<file path="config.mk">
export PLATFORM = sky130hd
export DESIGN_NAME = control_sequencer
export DESIGN_NICKNAME = d
export VERILOG_FILES = /design/src/rtl/cpu_pkg.sv /design/src/rtl/instr_latch.sv /design/src/rtl/control_sequencer.sv
export SDC_FILE = /design/constraint.sdc
export NUM_CORES = 1
export LEC_CHECK = 0
export ABC_AREA = 0
export BUFFER_PORTS_ARGS = -buffer_cell sky130_fd_sc_hd__clkbuf_2
export CAP_MARGIN = 20
export CORE_MARGIN = 1.5
export CORE_UTILIZATION = 43
export CTS_BUF_LIST = sky130_fd_sc_hd__clkbuf_8 sky130_fd_sc_hd__clkbuf_16
export DETAILED_ROUTE_END_ITERATION = 8
export PLACE_DENSITY = 0.75
export SLEW_MARGIN = 20
export SYNTH_ARGS = -nofsm -noshare
export SYNTH_HDL_FRONTEND = slang
export SYNTH_SLANG_ARGS = --single-unit
</file>
<file path="constraint.sdc">
create_clock -name clk -period 5.05 [get_ports clk]
set_input_delay 0.505 -clock clk [delete_from_list [all_inputs] [get_ports clk]]
set_output_delay 0.505 -clock clk [all_outputs]
set_load 0.02 [all_outputs]
</file>
<file path="src/rtl/cpu_pkg.sv">
// Shared definitions for the simple CPU control path.
// Holds the execute-state encodings consumed by the output-signal decoder,
// the instruction class codes and the bit positions of the instruction fields,
// so the sequencer and the decoder agree on one definition.
package cpu_pkg;

    localparam int OPW  = 23;
    localparam int STW  = 5;
    localparam int CNTW = 16;

    // State codes driven to the output decoder on the state bus.
    typedef enum logic [4:0] {
        ST_IDLE   = 5'b00000,
        ST_LOAD   = 5'b00001,
        ST_MOV    = 5'b00010,
        ST_ALU_A  = 5'b00011,
        ST_ALU_B  = 5'b00100,
        ST_ALU_WB = 5'b00101,
        ST_BRANCH = 5'b00110,
        ST_HALT   = 5'b00111,
        ST_FETCH  = 5'b01000
    } state_t;

    // Instruction class codes (instr[22:20]); 101 and 110 are undefined.
    localparam logic [2:0] CLS_NOP    = 3'b000;
    localparam logic [2:0] CLS_LOAD   = 3'b001;
    localparam logic [2:0] CLS_MOV    = 3'b010;
    localparam logic [2:0] CLS_ALU    = 3'b011;
    localparam logic [2:0] CLS_BRANCH = 3'b100;
    localparam logic [2:0] CLS_HALT   = 3'b111;

    // Instruction field bit positions.
    localparam int CLS_MSB = 22;
    localparam int CLS_LSB = 20;
    localparam int RD_MSB  = 19;
    localparam int RD_LSB  = 16;
    localparam int RS_MSB  = 15;
    localparam int RS_LSB  = 12;
    localparam int IMM_MSB = 11;
    localparam int IMM_LSB = 0;

    // Field extraction helpers for blocks that consume the latched opcode.
    function automatic logic [2:0] instr_class(input logic [22:0] word);
        return word[CLS_MSB:CLS_LSB];
    endfunction

    function automatic logic [3:0] instr_rd(input logic [22:0] word);
        return word[RD_MSB:RD_LSB];
    endfunction

    function automatic logic [3:0] instr_rs(input logic [22:0] word);
        return word[RS_MSB:RS_LSB];
    endfunction

    function automatic logic [11:0] instr_imm(input logic [22:0] word);
        return word[IMM_MSB:IMM_LSB];
    endfunction

endpackage

</file>
<file path="src/rtl/instr_latch.sv">
// Opcode register plus class extraction for the control sequencer.
// Ports:
//   clk, rst   - clock and synchronous active-high reset
//   load       - capture instr into opcode on this edge
//   instr      - instruction word arriving from memory
//   opcode     - latched instruction, stable until the next load
//   instr_cls  - class field of the incoming word, used for dispatch in the
//                same cycle the word is captured
module instr_latch
    import cpu_pkg::*;
#(
    parameter int OPW = 23
) (
    input  logic           clk,
    input  logic           rst,
    input  logic           load,
    input  logic [OPW-1:0] instr,
    output logic [OPW-1:0] opcode,
    output logic [2:0]     instr_cls
);

    // The opcode only changes on an accepted fetch, so the decoder sees a
    // stable word for the whole execute sequence.
    always_ff @(posedge clk) begin
        if (rst) begin
            opcode <= '0;
        end else if (load) begin
            opcode <= instr;
        end
    end

    // Dispatch must look at the word being accepted, not the previous opcode.
    assign instr_cls = instr[CLS_MSB:CLS_LSB];

endmodule

</file>
<file path="src/rtl/control_sequencer.sv">
// Instruction sequencer for the simple CPU.
// Fetches an instruction over a req/valid handshake, latches it as opcode and
// walks the execute-state codes that the output decoder turns into bus
// controls, then returns to fetch.
// Ports:
//   clk, rst     - clock and synchronous active-high reset
//   run          - leave IDLE and start fetching
//   hold         - stall; freezes state, opcode and retired count
//   instr        - instruction word from memory
//   instr_valid  - instr is valid this cycle
//   instr_req    - fetch request to memory (combinational)
//   state        - current state code to the output decoder
//   opcode       - latched instruction to the output decoder
//   busy         - not in IDLE or HALT (combinational)
//   halted       - HALT reached
//   illegal      - one-cycle pulse after dispatching an undefined class
//   retired      - count of completed instructions, wraps
module control_sequencer
    import cpu_pkg::*;
#(
    parameter int OPW  = 23,
    parameter int STW  = 5,
    parameter int CNTW = 16
) (
    input  logic            clk,
    input  logic            rst,
    input  logic            run,
    input  logic            hold,
    input  logic [OPW-1:0]  instr,
    input  logic            instr_valid,
    output logic            instr_req,
    output logic [STW-1:0]  state,
    output logic [OPW-1:0]  opcode,
    output logic            busy,
    output logic            halted,
    output logic            illegal,
    output logic [CNTW-1:0] retired
);

    state_t     state_q;
    state_t     state_d;
    logic       fetch_fire;
    logic       retire;
    logic       bad_class;
    logic [2:0] instr_cls;

    instr_latch #(
        .OPW(OPW)
    ) u_instr_latch (
        .clk       (clk),
        .rst       (rst),
        .load      (fetch_fire),
        .instr     (instr),
        .opcode    (opcode),
        .instr_cls (instr_cls)
    );

    // Next-state logic. Everything is gated by hold so a stall freezes the
    // machine exactly where it is; retire marks the cycle that completes an
    // instruction (last execute cycle, or the dispatch cycle for NOP/undefined).
    always_comb begin
        state_d    = state_q;
        fetch_fire = 1'b0;
        retire     = 1'b0;
        bad_class  = 1'b0;
        if (!hold) begin
            case (state_q)
                ST_IDLE: begin
                    if (run) begin
                        state_d = ST_FETCH;
                    end
                end
                ST_FETCH: begin
                    if (instr_valid) begin
                        fetch_fire = 1'b1;
                        case (instr_cls)
                            CLS_NOP: begin
                                state_d = ST_FETCH;
                                retire  = 1'b1;
                            end
                            CLS_LOAD:   state_d = ST_LOAD;
                            CLS_MOV:    state_d = ST_MOV;
                            CLS_ALU:    state_d = ST_ALU_A;
                            CLS_BRANCH: state_d = ST_BRANCH;
                            CLS_HALT:   state_d = ST_HALT;
                            default: begin
                                state_d   = ST_FETCH;
                                retire    = 1'b1;
                                bad_class = 1'b1;
                            end
                        endcase
                    end
                end
                ST_LOAD, ST_MOV, ST_BRANCH: begin
                    state_d = ST_FETCH;
                    retire  = 1'b1;
                end
                ST_ALU_A:  state_d = ST_ALU_B;
                ST_ALU_B:  state_d = ST_ALU_WB;
                ST_ALU_WB: begin
                    state_d = ST_FETCH;
                    retire  = 1'b1;
                end
                ST_HALT:   state_d = ST_HALT;
                default:   state_d = ST_IDLE;
            endcase
        end
    end

    // State register and registered status outputs. halted tracks the next
    // state so it rises together with the HALT state code; illegal is only
    // ever set by a real dispatch, so a hold cannot stretch or repeat it.
    always_ff @(posedge clk) begin
        if (rst) begin
            state_q <= ST_IDLE;
            retired <= '0;
            halted  <= 1'b0;
            illegal <= 1'b0;
        end else begin
            state_q <= state_d;
            if (retire) begin
                retired <= retired + CNTW'(1);
            end
            halted  <= (state_d == ST_HALT);
            illegal <= bad_class;
        end
    end

    assign state     = STW'(state_q);
    assign instr_req = (state_q == ST_FETCH) && !hold;
    assign busy      = (state_q != ST_IDLE) && (state_q != ST_HALT);

endmodule

</file>
* After elaboration in Yosys (flattened, before gate mapping)
Cells that the tools add are included. Widths: inputs -> output; s select.
Word-level totals: logic and storage cells 46, output and inout port bits 48, memories kept 0, memory bits (writable) 0, register bits after elaboration 46, bits in latches 0, memory bits (read-only) 0, input bits 28
Cells by class: add/sub/neg operators 1, magnitude comparators 0, equality and inequality tests 15, shift-type cells 0, reduce and logical (&&, ||, !) cells 10, mux-type cells 13, bitwise gates (word level) 2, $mul 0, divide/modulo/power cells 0
Operator list (number):
- $pmux 5 s6 | 1
- $eq 5x3->1 const B | 5
- $pmux 4 s5 | 1
- $add 16x1->16 const B | 1
- $mux 5 | 3
- $eq 5x2->1 const B | 2
- $reduce_or 4->1 | 2
- $mux 1 | 7
- $eq 3x2->1 const B | 2
- $eq 3x3->1 const B | 2
- $reduce_or 6->1 | 1
- $eq 5x1->1 const B | 1
- $eq 5x4->1 const B | 1
- $logic_not 5->1 | 1
- $ne 5x3->1 const B | 1
- $reduce_bool 5->1 | 1
- $reduce_or 5->1 | 1
- $eq 3x1->1 const B | 1
- $logic_not 3->1 | 1
- $logic_and 1x1->1 | 2
- $not 1->1 | 2
- $pmux 1 s2 | 1
- $logic_not 1->1 | 1

* Longest topological paths before layout
depth after elaboration 6, gate-level depth with buffers 9

* Modules after synthesis
From an unflattened synthesis, not the netlist that was laid out.
Second synthesis, totals: cell total of the unflattened synthesis 234, area, all modules 2160.8 um^2
Modules (own cells, without submodules):
- control_sequencer | seq. area each 460.4 um^2, area each 1302.5 um^2, instances 1, cells an instance 157
- instr_latch | seq. area each 460.4 um^2, area each 858.3 um^2, instances 1, cells an instance 77

* Worst setup path after synthesis
OpenSTA, ideal clock, no wires.
path type register to register, start register state_q[1] (netlist: state[1]), end register retired[14], arrival 2.088 ns, period minus slack after synthesis 2.158 ns, stages on the path, launching flop included 9, setup slack 2.892 ns, path buffers 3, path through dfxtp_1 buf_6 or4_4 buf_6 nor2_4 a21oi_2 buf_6 or4_1 a21oi_1
On the way: word-level cells in the longest chain between the ends 4, elaborated cells between the ends (all ways) 8
Ends and longest elaborated chain:
- from (decl) | line control_sequencer.sv:40 | state_t state_q;
- from (signal assigned) | line control_sequencer.sv:120 | state_q <= state_d;
- $eq 5x3->1, or another cell as far along | line control_sequencer.sv:67 | case (state_q)
- $reduce_or 4->1 (no source line)
- $pmux 1 s2 * | line control_sequencer.sv:67
- $mux 1 * | line control_sequencer.sv:66 | if (!hold) begin
- to (signal assigned) | line control_sequencer.sv:122 | retired <= retired + CNTW'(1);
- to (decl) | line control_sequencer.sv:37 | output logic [CNTW-1:0] retired
Every way passes the cells marked *; elsewhere a longest branch is shown, timed or not. A chain may end at the register's enable or synchronous reset.

* Worst setup path in the final report
start register state_q[1] (netlist: state[1]), end output instr_req
On the way: word-level cells in the longest chain between the ends 2
Ends and longest elaborated chain:
- $eq 5x4->1 | line control_sequencer.sv:130 | assign instr_req = (state_q == ST_FETCH) && !hold;
- $logic_and 1x1->1 | line control_sequencer.sv:130
- to (decl) | line control_sequencer.sv:31 | output logic instr_req,
No other way between the ends.

==> out/metrics.cfg <==
[sta]
hold_violations=0
tns_ps=0
setup_viol=0
fin_crit_ps=2270
whs_ps=424
timing.final.crit_share_pct=45.0
max_slew_margin_pct=37.9
rsz0062_at_grt=no
skew_ps=8.83
slew_violations=0
timing.fmax_mhz=440
tightest_slew_ps=931

[logic_synthesis]
ys_seq_area_share_pct=44.0
synthTopCellsByCount=nand2_1 (58), dfxtp_1 (46), a21oi_1 (37)
synth_top_area_cell=dfxtp_1
synth_compound_area_share_pct=19.5
synthAdderAreaFrac_pct=0.597
synth_area_um2=2090
ys.flop_type=dfxtp_1
postSynthCellCount=254
muxShareOfSynthArea_pct=0.538
syn_nets=283
avgSynthCellArea_um2=8.25
synth_top_area_share_pct=44.0
yosysMostFrequentCell=nand2_1
synthSimpleGateAreaFrac_pct=28.6
synth_xor_xnor_area_share_pct=2.09
ys_ff_latch=46
synthArstFlopShare_pct=0
netlist-cell-type-count=45
ys.warnings.count=0
synth_top_family_by_area=simple AND/OR/NAND/NOR gates
synthTopCellsByArea=dfxtp_1 (44%), nand2_1 (10%), a21oi_1 (8.8%), or3_1 (2.4%), clkbuf_1 (2.3%)
synth_edf_count=0

[placed_design]
port_buffers=75
finalWeightedCongestion=0.753
hpwl_um=3310

[critical_path]
rrSetupSlack_ps=2810
endpoint_kind=output port
cp_cell_sequence=or4_4, nor3_1, clkbuf_2
crit_slowest_cell=or4_4
cp-start-kind=flop
cp_max_fo=11
timing.rr.start=state[1]
path_class=reg -> out
required_ps=4550
r2r_cells=3
max_stage_delay_ps=640
r2r_end=illegal
crit_arrival_ps=1770
startpoint=state[1]
endpoint=instr_req

[final_layout]
area_delta_synth_final_pct=21.0
num_antenna_cells=0
drive_gt1_share_pct=28.5
layout.nets=348

[clock_network]
post_cts_buffers=0
cts_root_buffer=clkbuf_8
numCtsBuffers=5
clk-insertion-delay-late_ps=290
cts_tree=done
cts_hold_buf=0
h-tree-depth=2
clk_pin_slew_ps=80
max-clock-path-buffers=2
cts-resized-gates=0
cts_num_sinks=46

[pwr]
ir_worst_vdd_v=0.000144
clkPwrFrac_pct=32.5
p_int_uw=485
combPwrFrac_pct=10.2
switchingPower_uw=167
seq_power_share_pct=57.2
power_density_nw_per_um2=257
p_leak_uw=0.00101
switching_share_pct=25.6

[die]
die_x_um=72.8
initial_core_util_pct=44.6
ioPinCount=76
die_area_um2=5300
dieHeight_um=72.8
core_area_um2=4690
num_rows=25

[run]
maxCapViolCount=0

[route]
ant_nets=0
wl_per_cell_um=12.8
drt_iter0_drc=116
vias=2005
dr.pass1.iters=4
viasPerCell=5.38
drc=0
wirelength_um=4760

[global_route]
overflow=0
grt_pass1_wl_um=7750
groute.usage.overall_pct=18.2
grt_antenna_before_repair=0
grt_max_degree=46
grt_pass1_vias=1783

[hold_path]
hold_path_class=in -> reg

[run_status]
outcome=complete, no violations

## per-layer routing
layer	wire length, um	vias up	global-route usage, %	share of wire (%)
met4	40	0	3.77	0.84
met1	2170	919	22.6	46
met5	0	-	0	0
met3	307	6	5.11	6.5
met2	2240	54	31.6	47
li1	-	1026	-	-
## worst min-delay path by stage
| stage | from | endpoint | slack [ps] | cells past startpoint |
|---|---|---|---|---|
| finish | instr[3] | u_instr_latch.opcode[3] | 420 | 3 |
| global route | instr[5] | u_instr_latch.opcode[5] | 420 | 3 |
| CTS | instr[3] | u_instr_latch.opcode[3] | 420 | 3 |
| detailed placement | u_instr_latch.opcode[1] | u_instr_latch.opcode[1] | 450 | 2 |
| global placement | u_instr_latch.opcode[6] | u_instr_latch.opcode[6] | 440 | 2 |
| floorplan | u_instr_latch.opcode[15] | u_instr_latch.opcode[15] | 530 | 2 |
## cells by family after synthesis
logic type      Yosys count
xor+xnor                  5
flops                    46
simple gates            113
buf+inv                  20
mux                       1
compound gates           68
fa+ha+maj                 1
## state kept, by name (all words and copies together) (netlist names)
register	cells
retired	16
illegal	1
state	5
halted	1
u_instr_latch.opcode	23
## metrics by stage
stage	std cells	util [%]	cell area [um2]	setup WS, ps	power (uW)
finish	373	54.0	2530	2780	652
global route	373	54.0	2530	2660	675
global placement	366	52.3	2450	2770	448
detailed placement	366	52.3	2450	2710	449
CTS	373	54.0	2530	2780	659
floorplan	254	-	2090	2890	426
## cell usage in the layout (no fill, tap or decap), types with 8 or more instances in the layout
cell | synthesis | layout
clkbuf_2 | 0 | 75
dfxtp_1 | 46 | 46
a21oi_1 | 37 | 37
nand2_1 | 58 | 58
o21ai_1 | 9 | 9
or3_1 | 8 | 8
nor2_1 | 8 | 8
## critical path, delay by kind of cell (launching register included)
family                 cells  cell delay [ps]
AND/OR/NAND/NOR            2              850
flip-flops                 1              410
buffers and inverters      1              220
## power by group through the flow
| stage | sequential [uW] | clock, uW | combinational [uW] |
|---|---|---|---|
| final | 373 | 212 | 66.8 |
| after global routing | 374 | 227 | 74.3 |
| after CTS | 373 | 218 | 67.5 |
| after detailed placement | 382 | 0 | 67.3 |
| after global placement | 382 | 0 | 66.0 |
| after floorplan | 387 | 0 | 38.2 |
## layout make-up
| class | count | area (um2) |
|---|---|---|
| multi-input cells | 188 | 1070 |
| inverters | 2 | 7.51 |
| clock buffers | 5 | 68.8 |
| repair buffers | 76 | 383 |
| well taps | 54 | 67.6 |
| clock inverters | 2 | 11.3 |
| fillers | 468 | 2160 |
| flip-flops and latches | 46 | 921 |
Power figures use the tool's default switching activity.
